--- src/rtl/tt_um_warriorjacq9_pkg.sv ---
// Shared types and constants for the warriorjacq9 4-bit CPU tile:
// opcodes, bus-request codes and FSM states.
package tt_um_warriorjacq9_pkg;

    localparam int DATA_W = 4;

    typedef enum logic [3:0] {
        OP_NOP  = 4'h0,
        OP_ADDI = 4'h1,
        OP_SUBI = 4'h2,
        OP_ANDI = 4'h3,
        OP_ORI  = 4'h4,
        OP_XORI = 4'h5,
        OP_ADD  = 4'h9,
        OP_SUB  = 4'hA
    } opcode_e;

    localparam logic [3:0] BUS_IDLE         = 4'b0000;
    localparam logic [3:0] BUS_READ_REG     = 4'b0001;
    localparam logic [3:0] BUS_NEXT_OPERAND = 4'b0011;

    typedef enum logic [2:0] {
        ST_FETCH,
        ST_RDA,
        ST_NXT,
        ST_RDB,
        ST_EXEC,
        ST_DONE
    } state_e;

    // Anything outside the defined opcode set behaves as a NOP.
    function automatic logic is_valid_op(input logic [3:0] op);
        logic valid;
        case (op)
            OP_ADDI, OP_SUBI, OP_ANDI, OP_ORI, OP_XORI, OP_ADD, OP_SUB: valid = 1'b1;
            default: valid = 1'b0;
        endcase
        return valid;
    endfunction

    function automatic logic is_reg_op(input logic [3:0] op);
        return (op == OP_ADD) || (op == OP_SUB);
    endfunction

endpackage

--- src/rtl/warriorjacq9_alu.sv ---
// Combinational 4-bit ALU; carry doubles as borrow for subtraction and is
// cleared by the logic operations.
module warriorjacq9_alu
    import tt_um_warriorjacq9_pkg::*;
(
    input  logic [3:0]        op,
    input  logic [DATA_W-1:0] a,
    input  logic [DATA_W-1:0] b,
    output logic [DATA_W-1:0] result,
    output logic              carry
);

    logic [DATA_W:0] sum;
    logic [DATA_W:0] diff;

    // Bit DATA_W of the widened difference is set exactly when a < b.
    always_comb begin
        sum    = {1'b0, a} + {1'b0, b};
        diff   = {1'b0, a} - {1'b0, b};
        result = '0;
        carry  = 1'b0;
        case (op)
            OP_ADDI, OP_ADD: begin
                result = sum[DATA_W-1:0];
                carry  = sum[DATA_W];
            end
            OP_SUBI, OP_SUB: begin
                result = diff[DATA_W-1:0];
                carry  = diff[DATA_W];
            end
            OP_ANDI: result = a & b;
            OP_ORI:  result = a | b;
            OP_XORI: result = a ^ b;
            default: begin
                result = '0;
                carry  = 1'b0;
            end
        endcase
    end

endmodule

--- src/rtl/tt_um_warriorjacq9.sv ---
// TinyTapeout top: instruction FSM, operand latches and registered result,
// flag, bus-request and output-enable registers.
module tt_um_warriorjacq9
    import tt_um_warriorjacq9_pkg::*;
(
    input  logic       clk,
    input  logic       rst_n,
    input  logic       ena,
    input  logic [7:0] ui_in,
    output logic [7:0] uo_out,
    input  logic [7:0] uio_in,
    output logic [7:0] uio_out,
    output logic [7:0] uio_oe
);

    state_e            state_q, state_d;
    logic [3:0]        op_q, op_d;
    logic [3:0]        x_q, x_d;
    logic [3:0]        y_q, y_d;
    logic [DATA_W-1:0] a_q, a_d;
    logic [DATA_W-1:0] b_q, b_d;
    logic [DATA_W-1:0] result_q, result_d;
    logic              carry_q, carry_d;
    logic              zero_q, zero_d;
    logic              done_q, done_d;
    logic [7:0]        uo_out_q, uo_out_d;
    logic [7:0]        uio_oe_q, uio_oe_d;

    logic [DATA_W-1:0] alu_result;
    logic              alu_carry;

    logic unused_ok;
    assign unused_ok = &{1'b0, ena, uio_in[7:4], 1'b0};

    warriorjacq9_alu u_alu (
        .op     (op_q),
        .a      (a_q),
        .b      (b_q),
        .result (alu_result),
        .carry  (alu_carry)
    );

    always_comb begin
        state_d  = state_q;
        op_d     = op_q;
        x_d      = x_q;
        y_d      = y_q;
        a_d      = a_q;
        b_d      = b_q;
        result_d = result_q;
        carry_d  = carry_q;
        zero_d   = zero_q;

        case (state_q)
            ST_FETCH: begin
                op_d = ui_in[3:0];
                x_d  = ui_in[7:4];
                if (is_valid_op(ui_in[3:0])) begin
                    state_d = ST_RDA;
                end
            end
            ST_RDA: begin
                a_d = uio_in[DATA_W-1:0];
                if (is_reg_op(op_q)) begin
                    state_d = ST_NXT;
                end else begin
                    b_d     = x_q;
                    state_d = ST_EXEC;
                end
            end
            ST_NXT: begin
                y_d     = ui_in[7:4];
                state_d = ST_RDB;
            end
            ST_RDB: begin
                b_d     = uio_in[DATA_W-1:0];
                state_d = ST_EXEC;
            end
            ST_EXEC: begin
                result_d = alu_result;
                carry_d  = alu_carry;
                zero_d   = (alu_result == '0);
                state_d  = ST_DONE;
            end
            ST_DONE: state_d = ST_FETCH;
            default: state_d = ST_FETCH;
        endcase

        // Done trails the DONE state by one cycle so results lead it by one cycle.
        done_d = (state_q == ST_DONE);

        // Bus outputs are decoded from the next state so they line up with it.
        uo_out_d = {4'h0, BUS_IDLE};
        uio_oe_d = 8'hFF;
        case (state_d)
            ST_RDA: begin
                uo_out_d = {x_d, BUS_READ_REG};
                uio_oe_d = 8'hF0;
            end
            ST_NXT: uo_out_d = {4'h0, BUS_NEXT_OPERAND};
            ST_RDB: begin
                uo_out_d = {y_d, BUS_READ_REG};
                uio_oe_d = 8'hF0;
            end
            default: begin
                uo_out_d = {4'h0, BUS_IDLE};
                uio_oe_d = 8'hFF;
            end
        endcase
    end

    always_ff @(posedge clk or negedge rst_n) begin
        if (!rst_n) begin
            state_q  <= ST_FETCH;
            op_q     <= 4'h0;
            x_q      <= 4'h0;
            y_q      <= 4'h0;
            a_q      <= '0;
            b_q      <= '0;
            result_q <= '0;
            carry_q  <= 1'b0;
            zero_q   <= 1'b0;
            done_q   <= 1'b0;
            uo_out_q <= 8'h00;
            uio_oe_q <= 8'hFF;
        end else begin
            state_q  <= state_d;
            op_q     <= op_d;
            x_q      <= x_d;
            y_q      <= y_d;
            a_q      <= a_d;
            b_q      <= b_d;
            result_q <= result_d;
            carry_q  <= carry_d;
            zero_q   <= zero_d;
            done_q   <= done_d;
            uo_out_q <= uo_out_d;
            uio_oe_q <= uio_oe_d;
        end
    end

    assign uo_out  = uo_out_q;
    assign uio_out = {done_q, 1'b0, zero_q, carry_q, result_q};
    assign uio_oe  = uio_oe_q;

endmodule

--- config.mk ---
export PLATFORM = sky130hd
export DESIGN_NAME = tt_um_warriorjacq9
export DESIGN_NICKNAME = d
export VERILOG_FILES = /design/src/rtl/tt_um_warriorjacq9_pkg.sv /design/src/rtl/warriorjacq9_alu.sv /design/src/rtl/tt_um_warriorjacq9.sv
export SDC_FILE = /design/constraint.sdc
export NUM_CORES = 1
export LEC_CHECK = 0
export ABC_AREA = 1
export CAP_MARGIN = 20
export CORE_ASPECT_RATIO = 2
export CORE_UTILIZATION = 35
export CTS_BUF_LIST = sky130_fd_sc_hd__clkbuf_4 sky130_fd_sc_hd__clkbuf_8
export CTS_CLUSTER_DIAMETER = 50
export CTS_CLUSTER_SIZE = 40
export DETAILED_ROUTE_END_ITERATION = 12
export HOLD_SLACK_MARGIN = 0.12
export PLACE_DENSITY = 0.69
export SYNTH_ARGS = -nofsm -noshare
export SYNTH_HDL_FRONTEND = slang
export SYNTH_SLANG_ARGS = --single-unit
--- constraint.sdc ---
create_clock -name clk -period 5.1 [get_ports clk]
set_input_delay 1.53 -clock clk [delete_from_list [all_inputs] [get_ports clk]]
set_output_delay 1.53 -clock clk [all_outputs]
set_load 0.05 [all_outputs]
Word level (Yosys, flattened, before mapping)
Cells that the tools add are included.

cells by class
  add/subtract/negate cells = 2
  multiply operators = 0
  div/mod/pow operators = 0
  order comparisons = 0
  equal/unequal tests = 23
  shift-type cells = 0
  muxes and demuxes = 13
  bitwise operators = 3
  reduce and logical (&&, ||, !) cells = 9

operators by type and width
  cell                count
  $pmux 8 s3          1
  $pmux 4 s5          1
  $eq 4x2->1 const B  4
  $eq 4x3->1 const B  4
  $eq 4x4->1 const B  4
  $mux 4              4
  $pmux 3 s5          1
  $eq 3x2->1 const B  4
  $eq 4x1->1 const B  2
  $pmux 4 s2          1
  $reduce_or 7->1     1
  $eq 3x1->1 const B  2
  $eq 3x3->1 const B  2
  $mux 3              2
  $reduce_or 2->1     3
  $add 4x4->5         1
  $sub 4x4->5         1
  $and 4x4->4         1
  $logic_not 4->1     1
  $or 4x4->4          1
  $xor 4x4->4         1
  $logic_not 3->1     1
  $mux 1              2
  $ne 2x2->1 const B  1
  4 further kinds     4

word-level totals
  flip-flop bits (word level) = 46
  latch bits = 0
  memory bits (writable) = 0
  memory bits (read-only) = 0
  bits of input ports = 19
  output and inout bits = 24
  logic and storage cells = 62
  memories = 0

Depth between registers and ports, before layout
  word-level depth = 9
  depth in mapped cells = 13
  gate-level depth less buffers = 13

Modules after synthesis
From an unflattened synthesis, not the netlist that was laid out.

unflattened totals
  cell total of the unflattened synthesis = 265
  area total of the unflattened synthesis = 2073.2 µm²

by module, submodules not included
  module              times used  cells each  area each (µm²)  sequential area each (µm²)
  tt_um_warriorjacq9  1           176         1527.7           827.0
  warriorjacq9_alu    1           89          545.5            0.0

Worst setup path before layout
OpenSTA, ideal clock, no wires.

  path type = register to output
  start point = register, netlist name uio_oe[2]
  end point = output port uio_oe[1]
  arrival time = 0.940 ns
  data required time = 3.570 ns
  path slack = 2.630 ns
  cell stages (with the launch flop) = 2
  cell sequence = dfstp_2 buf_4

RTL lines
  what       line                      source
  to (decl)  tt_um_warriorjacq9.sv:13  output logic [7:0] uio_oe

==> qor.yml <==
finish:
  drive_above_1_share_pct: 11.54
  final_nets: 318
  areaGrowthSynthToFinish_pct: 19.52
  antennaDiodeCount: 0
logic_synthesis:
  synthTopCellsByArea: "dfrtp_1 39%, nand2_1 11%, ha_1 7.3%, inv_1 6.4%, o21ai_0 5.1%"
  synth-warning-count: 0
  post_synth.cell_area_avg_sq_um: 7.924
  synthesis.area_sq_um: 2044
  ys_seq_area_share_pct: 40.45
  syn_inst: 258
  synth_seq_cells: 33
  ys_types: 31
  synth_largest_type_area_fraction_pct: 39.17
  synth_top_area_cell: "dfrtp_1"
critical_path:
  crit_cells: 1
  cp_cell_sequence: "clkdlybuf4s50_1"
  crit_buf_inv: 1
  cp_slowest_stage_delay_ps: 810
  critPathKind: "flip-flop to primary output"
  endpoint_kind: "primary output"
  cp_top_family: "buffers and inverters"
  path_max_fanout: 4
  arrival_ps: 1660
  cp-start-kind: "flip-flop"
  cp.required_ps: 3570
  worstRegToRegCells: 13
  slowest_stage: "clkdlybuf4s50_1"
floorplan:
  start_util_pct: 36.12
  core_sq_um: 5660
  rows: 39
  dieArea_sq_um: 6170
  die_h_microns: 110.1
  ioPinCount: 43
  dieWidth_microns: 56.05
sta:
  hold_viol: 0
  finClkSkew_ps: 6.735
  setup_viol: 0
  relSlewSlack_pct: 66.18
  setup-tns-final_ps: 0
  hold_ws_ps: 497.3
  fmax_ghz: 0.3139
  finalMaxSlewViolations: 0
  rsz0062_at_grt: "no"
  fin_crit_sh_pct: 62.47
  tightestPinTransition_ps: 505.7
  min_period_ps: 3186
cts:
  cts_tree: "yes"
  cts_buffers: 5
  post-cts-setup-buffers: 0
  clk_latency_ps: 300
  postCtsHoldBufs: 0
  clk_path_buf_depth: 2
  clockRootBuffer: "clkbuf_8"
  cts_sinks: 33
  post_cts_resize_count: 0
  path_clk_slew_ps: 70
  cts-htree-levels: 2
global_route:
  grt_pass1_wl_microns: 6810
  overflow: 0
  grt.total_usage_pct: 15.01
  grt_max_degree: 34
  grt_antenna_before_repair: 0
  grt_pass1_vias: 1504
drt:
  routed_via_density: 4.654
  dr.pass1.iters: 4
  drc_errors: 0
  finalWirelength_microns: 4123
  drt_iter0_drc: 35
  wl_per_cell_microns: 11.88
  drtAntennaViolNets: 0
  via_count: 1615
placement:
  io_buffers: 30
  hpwl_microns: 3407
  gp_congestion: 0.9139
run_status:
  status: "finished clean"
min_path:
  hold_path.class: "flip-flop to flip-flop"
  hold_depth: 2
power:
  powerDensity_nw_per_um2: 714.9
  ir_worst_vdd_mv: 0.3940
  p_leak_nw: 1.236
run:
  max_cap_viol_count: 0
logic make-up (layout without fill, tap and decap cells):
logic type | Yosys count | in the layout | share of synthesized area (%)
and+or+nand+nor | 113 | 113 | 25.52
buffers and inverters | 58 | 81 | 13.52
AOI/OAI and AO/OA | 38 | 38 | 10.83
DFF | 33 | 33 | 40.45
adders and majority gates | 14 | 14 | 9.302
other | 2 | 7 | 0.3673
sequential cells by signal (all words and copies together) (netlist names):
signal / flops
a_q: 4
b_q: 4
carry_q: 1
done_q: 1
op_q: 4
result_q: 4
state_q: 3
uio_oe: 1
uo_out: 6
x_q: 4
zero_q: 1
Yosys cell counts:
cell type,instances
ha_1,12
o21ai_2,6
nor2_1,21
conb_1,2
inv_1,35
o21ai_0,21
nor3_1,1
inv_2,6
dfrtp_1,32
a31oi_1,3
buf_4,13
nand2_1,58
nand3_1,17
nand3b_1,2
or2_0,1
nand2_2,1
nor2_4,3
nor2_2,3
buf_6,1
clkinv_1,1
a21oi_1,5
clkbuf_2,1
o21a_1,1
nand2_4,2
nand4_1,2
dfstp_2,1
buf_2,1
fa_1,2
o211ai_1,1
nand3_2,2
o21ai_1,1
metal layers:
metal / global-route usage [%] / wire [microns] / vias to the layer above
li1: - / - / 841
met1: 13.17 / 1385 / 711
met2: 28.32 / 2331 / 44
met3: 3.034 / 134 / 19
met4: 12.89 / 271 / 0
met5: 0 / 0 / -
power by group:
| part | switching, W | leakage (nW) | total, W | internal (W) |
|---|---|---|---|---|
| Sequential | 0.0000899 | 0.413 | 0.000473 | 0.000384 |
| Combinational | 0.000686 | 0.769 | 0.00103 | 0.000341 |
| Clock | 0.000101 | 0.0543 | 0.000247 | 0.000146 |
through the flow:
stage | std cells | power, W | worst slack (ps) | area [sq um] | utilization (%)
after floorplan | 263 | 0.001276 | 2630 | 2063 | -
after global placement | 339 | 0.001502 | 2237 | 2328 | 41.14
after detailed placement | 339 | 0.001517 | 2217 | 2328 | 41.14
after CTS | 347 | 0.001771 | 1886 | 2444 | 43.17
after global routing | 347 | 0.001904 | 1857 | 2444 | 43.17
final | 347 | 0.001747 | 1914 | 2444 | 43.17
layout by cell type, fill, tap and decap left out, drive strengths merged, types with 7 or more instances in the layout:
cell / count
nand2: 61
nor2: 27
dfrtp: 32
clkdlybuf4s50: 30
ha: 12
o21ai: 28
inv: 41
conb: 7
nand3: 19
area by class of cell:
type / count / area [sq um]
Clock inverter: 3 / 46.29
Sequential cell: 33 / 827.0
Fill cell: 569 / 3217
Timing Repair Buffer: 31 / 307.8
Inverter: 42 / 157.7
Clock buffer: 5 / 68.82
Multi-Input combinational cell: 172 / 959.7
Tap cell: 61 / 76.32
path summary, 6_finish.rpt:
check                                    startpoint                   to  slack (ps)
min in group asynchronous                     rst_n   zero_q$_DFFE_PN0N_        1630
worst max-delay path            uio_oe[2]$_DFF_PN1_            uio_oe[0]        1910
max in group asynchronous                     rst_n  uio_oe[2]$_DFF_PN1_        3140
worst min-delay path               x_q[2]$_DFF_PN0_     x_q[2]$_DFF_PN0_         500
worst min register to register     x_q[2]$_DFF_PN0_     x_q[2]$_DFF_PN0_         500
worst max register to register   a_q[0]$_DFFE_PN0N_   zero_q$_DFFE_PN0N_        3200
Power figures use the tool's default switching activity.
